### src/rtl/riscv_pkg.sv
// Shared types and encodings for the multicycle RV32I control path.
package riscv_pkg;

    // Control FSM states, one per step of the multicycle sequence.
    typedef enum logic [3:0] {
        S_FETCH    = 4'd0,
        S_DECODE   = 4'd1,
        S_MEMADR   = 4'd2,
        S_MEMREAD  = 4'd3,
        S_MEMWB    = 4'd4,
        S_MEMWRITE = 4'd5,
        S_EXECR    = 4'd6,
        S_EXECI    = 4'd7,
        S_ALUWB    = 4'd8,
        S_BEQ      = 4'd9,
        S_TRAP     = 4'd10
    } mc_state_t;

    // Supported major opcodes (instruction bits [6:0]).
    localparam logic [6:0] OPC_LOAD   = 7'b0000011;
    localparam logic [6:0] OPC_STORE  = 7'b0100011;
    localparam logic [6:0] OPC_RTYPE  = 7'b0110011;
    localparam logic [6:0] OPC_ITYPE  = 7'b0010011;
    localparam logic [6:0] OPC_BRANCH = 7'b1100011;

    // ALUOp codes understood by the ALU control decoder.
    localparam logic [1:0] ALUOP_ADD = 2'b00;
    localparam logic [1:0] ALUOP_SUB = 2'b01;
    localparam logic [1:0] ALUOP_R   = 2'b10;
    localparam logic [1:0] ALUOP_I   = 2'b11;

    // ALU operand A sources.
    localparam logic [1:0] SRCA_PC    = 2'b00;
    localparam logic [1:0] SRCA_OLDPC = 2'b01;
    localparam logic [1:0] SRCA_RS1   = 2'b10;

    // ALU operand B sources.
    localparam logic [1:0] SRCB_RS2  = 2'b00;
    localparam logic [1:0] SRCB_IMM  = 2'b01;
    localparam logic [1:0] SRCB_FOUR = 2'b10;

    // Writeback / PC-next result sources.
    localparam logic [1:0] RES_ALUOUT  = 2'b00;
    localparam logic [1:0] RES_MEMDATA = 2'b01;
    localparam logic [1:0] RES_ALURES  = 2'b10;

    // Raw control word produced by the output decoder, before reset gating.
    typedef struct packed {
        logic       mem_req;
        logic       mem_write;
        logic       adr_src;
        logic       ir_write;
        logic       pc_update;
        logic       branch;
        logic       reg_write;
        logic [1:0] alu_src_a;
        logic [1:0] alu_src_b;
        logic [1:0] alu_op;
        logic [1:0] result_src;
        logic       illegal;
        logic       retire;
    } mc_ctrl_t;

    // Decode-time dispatch: which state follows DECODE for a given opcode.
    function automatic mc_state_t dispatch(input logic [6:0] opc);
        mc_state_t nxt;
        case (opc)
            OPC_LOAD,
            OPC_STORE:  nxt = S_MEMADR;
            OPC_RTYPE:  nxt = S_EXECR;
            OPC_ITYPE:  nxt = S_EXECI;
            OPC_BRANCH: nxt = S_BEQ;
            default:    nxt = S_TRAP;
        endcase
        return nxt;
    endfunction

endpackage

### src/rtl/mc_output_decode.sv
// Combinational map from (state, mem_ready) to the raw datapath control word.
module mc_output_decode
    import riscv_pkg::*;
(
    input  mc_state_t state,
    input  logic      mem_ready,
    output mc_ctrl_t  ctrl
);

    // Moore decode per state; only the FETCH enables and the store retire
    // depend on mem_ready so that side effects happen on the completing cycle.
    always_comb begin
        ctrl = '0;
        case (state)
            S_FETCH: begin
                ctrl.mem_req    = 1'b1;
                ctrl.adr_src    = 1'b0;
                ctrl.alu_src_a  = SRCA_PC;
                ctrl.alu_src_b  = SRCB_FOUR;
                ctrl.alu_op     = ALUOP_ADD;
                ctrl.result_src = RES_ALURES;
                ctrl.ir_write   = mem_ready;
                ctrl.pc_update  = mem_ready;
            end
            S_DECODE: begin
                // Branch target PC+imm is parked in ALUOut for a possible BEQ.
                ctrl.alu_src_a  = SRCA_OLDPC;
                ctrl.alu_src_b  = SRCB_IMM;
                ctrl.alu_op     = ALUOP_ADD;
            end
            S_MEMADR: begin
                ctrl.alu_src_a  = SRCA_RS1;
                ctrl.alu_src_b  = SRCB_IMM;
                ctrl.alu_op     = ALUOP_ADD;
            end
            S_MEMREAD: begin
                ctrl.mem_req    = 1'b1;
                ctrl.adr_src    = 1'b1;
            end
            S_MEMWB: begin
                ctrl.result_src = RES_MEMDATA;
                ctrl.reg_write  = 1'b1;
                ctrl.retire     = 1'b1;
            end
            S_MEMWRITE: begin
                ctrl.mem_req    = 1'b1;
                ctrl.mem_write  = 1'b1;
                ctrl.adr_src    = 1'b1;
                ctrl.retire     = mem_ready;
            end
            S_EXECR: begin
                ctrl.alu_src_a  = SRCA_RS1;
                ctrl.alu_src_b  = SRCB_RS2;
                ctrl.alu_op     = ALUOP_R;
            end
            S_EXECI: begin
                ctrl.alu_src_a  = SRCA_RS1;
                ctrl.alu_src_b  = SRCB_IMM;
                ctrl.alu_op     = ALUOP_I;
            end
            S_ALUWB: begin
                ctrl.result_src = RES_ALUOUT;
                ctrl.reg_write  = 1'b1;
                ctrl.retire     = 1'b1;
            end
            S_BEQ: begin
                // Compare rs1-rs2; PC takes ALUOut (the target) when zero.
                ctrl.alu_src_a  = SRCA_RS1;
                ctrl.alu_src_b  = SRCB_RS2;
                ctrl.alu_op     = ALUOP_SUB;
                ctrl.result_src = RES_ALUOUT;
                ctrl.branch     = 1'b1;
                ctrl.retire     = 1'b1;
            end
            S_TRAP: begin
                ctrl.illegal    = 1'b1;
            end
            default: begin
                ctrl = '0;
            end
        endcase
    end

endmodule

### src/rtl/multicycle_control.sv
// Main control FSM for the multicycle RV32I core: state register, next-state
// logic and reset gating of the decoded control outputs.
module multicycle_control
    import riscv_pkg::*;
(
    input  logic       clk,
    input  logic       rst,
    input  logic [6:0] opcode,
    input  logic       zero,
    input  logic       mem_ready,
    output logic       mem_req,
    output logic       mem_write,
    output logic       adr_src,
    output logic       ir_write,
    output logic       pc_write,
    output logic       reg_write,
    output logic [1:0] alu_src_a,
    output logic [1:0] alu_src_b,
    output logic [1:0] alu_op,
    output logic [1:0] result_src,
    output logic       illegal,
    output logic       retire
);

    mc_state_t state;
    mc_state_t state_next;
    mc_ctrl_t  ctrl;

    // State register; reset restarts at FETCH, abandoning any instruction.
    always_ff @(posedge clk) begin
        if (rst) begin
            state <= S_FETCH;
        end else begin
            state <= state_next;
        end
    end

    // Next-state logic; memory states hold until mem_ready, TRAP holds forever.
    always_comb begin
        state_next = state;
        case (state)
            S_FETCH:    if (mem_ready) state_next = S_DECODE;
            S_DECODE:   state_next = dispatch(opcode);
            S_MEMADR: begin
                if (opcode == OPC_LOAD) begin
                    state_next = S_MEMREAD;
                end else if (opcode == OPC_STORE) begin
                    state_next = S_MEMWRITE;
                end else begin
                    state_next = S_TRAP;
                end
            end
            S_MEMREAD:  if (mem_ready) state_next = S_MEMWB;
            S_MEMWB:    state_next = S_FETCH;
            S_MEMWRITE: if (mem_ready) state_next = S_FETCH;
            S_EXECR:    state_next = S_ALUWB;
            S_EXECI:    state_next = S_ALUWB;
            S_ALUWB:    state_next = S_FETCH;
            S_BEQ:      state_next = S_FETCH;
            S_TRAP:     state_next = S_TRAP;
            default:    state_next = S_TRAP;
        endcase
    end

    mc_output_decode u_output_decode (
        .state     (state),
        .mem_ready (mem_ready),
        .ctrl      (ctrl)
    );

    // Drive ports from the decoded word; everything is held at 0 while rst is high.
    always_comb begin
        mem_req    = 1'b0;
        mem_write  = 1'b0;
        adr_src    = 1'b0;
        ir_write   = 1'b0;
        pc_write   = 1'b0;
        reg_write  = 1'b0;
        alu_src_a  = 2'b00;
        alu_src_b  = 2'b00;
        alu_op     = 2'b00;
        result_src = 2'b00;
        illegal    = 1'b0;
        retire     = 1'b0;
        if (!rst) begin
            mem_req    = ctrl.mem_req;
            mem_write  = ctrl.mem_write;
            adr_src    = ctrl.adr_src;
            ir_write   = ctrl.ir_write;
            pc_write   = ctrl.pc_update | (ctrl.branch & zero);
            reg_write  = ctrl.reg_write;
            alu_src_a  = ctrl.alu_src_a;
            alu_src_b  = ctrl.alu_src_b;
            alu_op     = ctrl.alu_op;
            result_src = ctrl.result_src;
            illegal    = ctrl.illegal;
            retire     = ctrl.retire;
        end
    end

endmodule

### config.mk
export PLATFORM = sky130hd
export DESIGN_NAME = multicycle_control
export DESIGN_NICKNAME = d
export VERILOG_FILES = /design/src/rtl/riscv_pkg.sv /design/src/rtl/mc_output_decode.sv /design/src/rtl/multicycle_control.sv
export SDC_FILE = /design/constraint.sdc
export NUM_CORES = 1
export LEC_CHECK = 0
export ABC_AREA = 0
export BUFFER_PORTS_ARGS = -buffer_cell sky130_fd_sc_hd__clkbuf_2
export CORE_UTILIZATION = 41
export DETAILED_ROUTE_END_ITERATION = 8
export GPL_ROUTABILITY_DRIVEN = 0
export GPL_TIMING_DRIVEN = 0
export PLACE_DENSITY = 0.78
export SYNTH_ARGS = -nofsm -noshare
export SYNTH_HDL_FRONTEND = slang
export SYNTH_SLANG_ARGS = --single-unit
### constraint.sdc
create_clock -name clk -period 1.3 [get_ports clk]
set_input_delay 0.26 -clock clk [delete_from_list [all_inputs] [get_ports clk]]
set_output_delay 0.26 -clock clk [all_outputs]
set_load 0.01 [all_outputs]
==> reports/results.txt <==
The flow ran to the end, but the final reports show violations. The checks that failed: negative setup slack. The number of unique standard cell types used by synthesis was 41. The run gives 0.24 ns as the clock latency reported for the late side of the worst-skew pair. The H-tree depth is 1, and the area growth from synthesis to layout is 96.39%. The most used flip-flop cell after synthesis is dfxtp_1. The internal portion of the total power is 1.493 mW. Minimum period implied by the final worst setup slack: 1.806 ns. The setup skew after layout was 0.003176 ns.

The number of antenna violations at the first check in global routing came out at 0. The number of cells on the worst reg-to-reg path is 6. Flip-flop count of the largest register, all copies and words added: 4. Overall fraction of global-route tracks in use: 0.2915.

The number of input and output port buffers inserted was 25; the CTS buffer count was 3. In the layout the commonest cells are 14 x buf_4, 12 x buf_2, 11 x clkbuf_2, 9 x buf_6, 6 x nor2_1. The part of the total power dissipated in the clock network came out at 0.057. The die covers 1683 µm². The repair_antennas step left the layout with diodes totalling 0. For the total count of max-transition violations in the final report, the log shows 0. The final routed DRC violation total came out at 0. At the pin with the least slew margin, the transition time is 0.6465 ns. For this run the aggregate overflow at the end of global routing stands at 0. The floorplan has 13 rows. The switching share of power came out at 0.4781. The tools report the share of the core filled with cells in the final layout as 0.8974. In this run the count of I/O pins placed on the die edge is 27. The register with the highest flop count was state.

Summed over all nets, the switching power comes to 1.367 mW. For the worst setup path, the data required time is 1.04 ns. Synthesis produced a netlist with a net count of 102.

Summing every instance area after synthesis gives 624.3 µm². For this run, the slowest stage of the critical path takes 0.52 ns. The worst hold path belongs to the class in2reg. The share of layout cells above drive strength 1 works out to 0.6449. The proportion of synthesized chip area in sequential cells is 0.1283, and the number of instances on the worst hold path is 3. In the final routed layout, each cell accounts on average for 21.68 µm.

The logs give 0.5690 for the relative max-transition margin and 1306 µm for the half-perimeter wire length of the detailed placement result. The final period utilization is 1.389. The first global-routing pass estimated 3174 µm of wire.

The logs give 0.847 for the combinational fraction of design power and -0.5056 ns for the final worst slack. The detail-routed via count per cell is 6.673. The critical path is of the reg2out type. The Yosys step of the flow raised 0 warnings. For the data arrival time of the critical path, the log shows 1.55 ns.

Entering global routing, the biggest net connects 11 pins. The first routing iteration left 73 violations. The share of power burned in registers was 0.096. The effective utilization at floorplan is 0.4570. Overall via count from detail_route: 1021. The library cell contributing the largest single delay on the critical path was or4b_4.

The worst-case IR drop observed on VDD is 0.001521 V. The average cell area after synthesis came out at 6.861 µm². The die is 41.03 µm wide. The number of enable-type register cells in the synthesized netlist is 0. The number of hold violations in the final report came out at 0. Clock-pin slew was measured on the worst setup and hold paths at 0.04 ns.

The tools report the number of global-route vias before repair as 724. The largest registers in the layout are state x4. Traced cell by cell, the critical path runs through buf_8 -> or4b_4 -> a21oi_2 -> buf_2. TritonCTS built the clock tree. The maximum fanout along the worst path is 7. The tools report the hold buffer count at CTS as 0. The longest clock path from root to sink contains 2 buffers. The floorplan core area was 1366 µm². Synthesis produced a netlist whose cell count is 91.

For the number of cells in the design after placement, the log shows 131. The area of the multi-input gates is 650.6 µm². The analysis attributes to cell leakage a power of 0.5330 nW.

The proportion of register bits with asynchronous set or reset after synthesis is 0. The critical path endpoint category is a primary output. Measured along the y axis, the die boundary spans 41.03 µm. The logs give 2.860 mW for the overall power after layout and 3317 µm for the wire length reported by the detailed router.

Number of detailed-routing iterations run before antenna repair: 4. For the number of endpoints failing setup at the final stage, the log shows 20. The number of nets in the final layout is 151.

Registers take 92.59 µm². After the flow finishes, the layout carries non-filler instances totaling 153. For the number of clock sinks, the log shows 4. The cell sitting at the root of the clock tree is a clkbuf_4. Leaving out fill and tap cells, the most frequent cell in the layout is buf_4.

The fill cell instance count of the final layout is 58. Peak clock frequency supported by timing: 553.8 MHz. The count of state elements after synthesis is 4. The worst setup path is launched from a register.

Setup repair after global routing could not meet its margin everywhere. Max-cap violations in this run came to 0. The residual antenna-violating net count after detailed routing is 0. For this design the ratio of total power to cell area is 2333 nW/µm².
-- cell type report --
| type | count | area share |
|---|---|---|
| plain buffers | 9 | 0.08980 |
| clock buffers | 3 | 0.01837 |
| inverters | 4 | 0.01429 |
| multi-input cells | 73 | 0.5306 |
| flip-flops and latches | 4 | 0.07551 |
| well taps | 15 | 0.01531 |
| repair buffers | 45 | 0.2561 |
-- metrics by stage --
| stage | setup slack [ns] | setup TNS, ns | area [µm²] | hold slack, ns |
|---|---|---|---|---|
| 3_5_place_dp | -0.3116 | -1.830 | 867.1 | 0.6123 |
| 4_1_cts | -0.4672 | -5.292 | 1036 | 0.3763 |
| 3_3_place_gp | -0.3037 | -1.601 | 867.1 | 0.6096 |
| 5_1_grt | -0.5251 | -7.351 | 1226 | 0.4410 |
| 2_1_floorplan | -0.1514 | -0.4033 | 723.2 | 0.4546 |
| 6_report | -0.5056 | -6.754 | 1226 | 0.4255 |
-- critical path: cells and delay by family, from the launching register on --
kind / cells / cell delay, ns
AO/OA/AOI/OAI: 1 / 0.14
flip-flops: 1 / 0.36
AND/OR/NAND/NOR: 1 / 0.52
buffers and inverters: 2 / 0.29
-- power by group through the flow --
stage / clock (mW) / sequential [mW] / combinational [mW]
3_5_place_dp: 0 / 0.241 / 1.43
6_report: 0.162 / 0.274 / 2.42
2_1_floorplan: 0 / 0.222 / 1.13
4_1_cts: 0.158 / 0.246 / 1.81
3_3_place_gp: 0 / 0.239 / 1.41
5_1_grt: 0.167 / 0.271 / 2.51
-- cell families after synthesis --
logic type | share of synthesized area
DFF | 0.1283
and+or+nand+nor | 0.4108
AOI/OAI and AO/OA | 0.3126
buffers and inverters | 0.1343
xor gates and xnor gates | 0.01403
-- synth_stat cells (2+ instances only) --
library cell,number,area [µm²]
dfxtp_1,4,80.08
nor2_1,9,33.78
inv_1,3,11.26
nor2b_1,3,18.77
nor3b_1,2,15.01
nand2_1,4,15.01
nor3_1,9,45.04
a31oi_1,4,25.02
buf_6,3,33.78
o21ai_1,4,20.02
clkbuf_1,2,7.510
a21oi_1,5,25.02
a31o_1,2,17.52
buf_2,4,20.02
nand2b_1,7,43.79
-- metal layers --
metal	wire length (µm)	vias to the layer above	global-route usage
met2	1601	88	0.5625
met5	0	-	0
met3	347	16	0.04891
met4	104	0	0.05000
met1	1262	477	0.3279
li1	-	440	-
-- worst paths after layout --
check | start | endpoint | slack [ns]
worst max-delay path | state[1] | alu_src_a[1] | -0.51
worst min-delay path | rst | state[2] | 0.43
worst max register to register | state[3] | state[1] | -0.38
worst min register to register | state[2] | state[3] | 0.77
-- what timing repair did --
action / 4_1_cts / 5_1_grt
pin swaps: 6 / 9
gates resized for setup: 17 / 40
endpoints found under the setup margin: 17 / 19
endpoints found under the hold margin: 0 / 0
buffers inserted: 9 / 11
gates cloned: 0 / 0
Power figures use the tool's default switching activity.
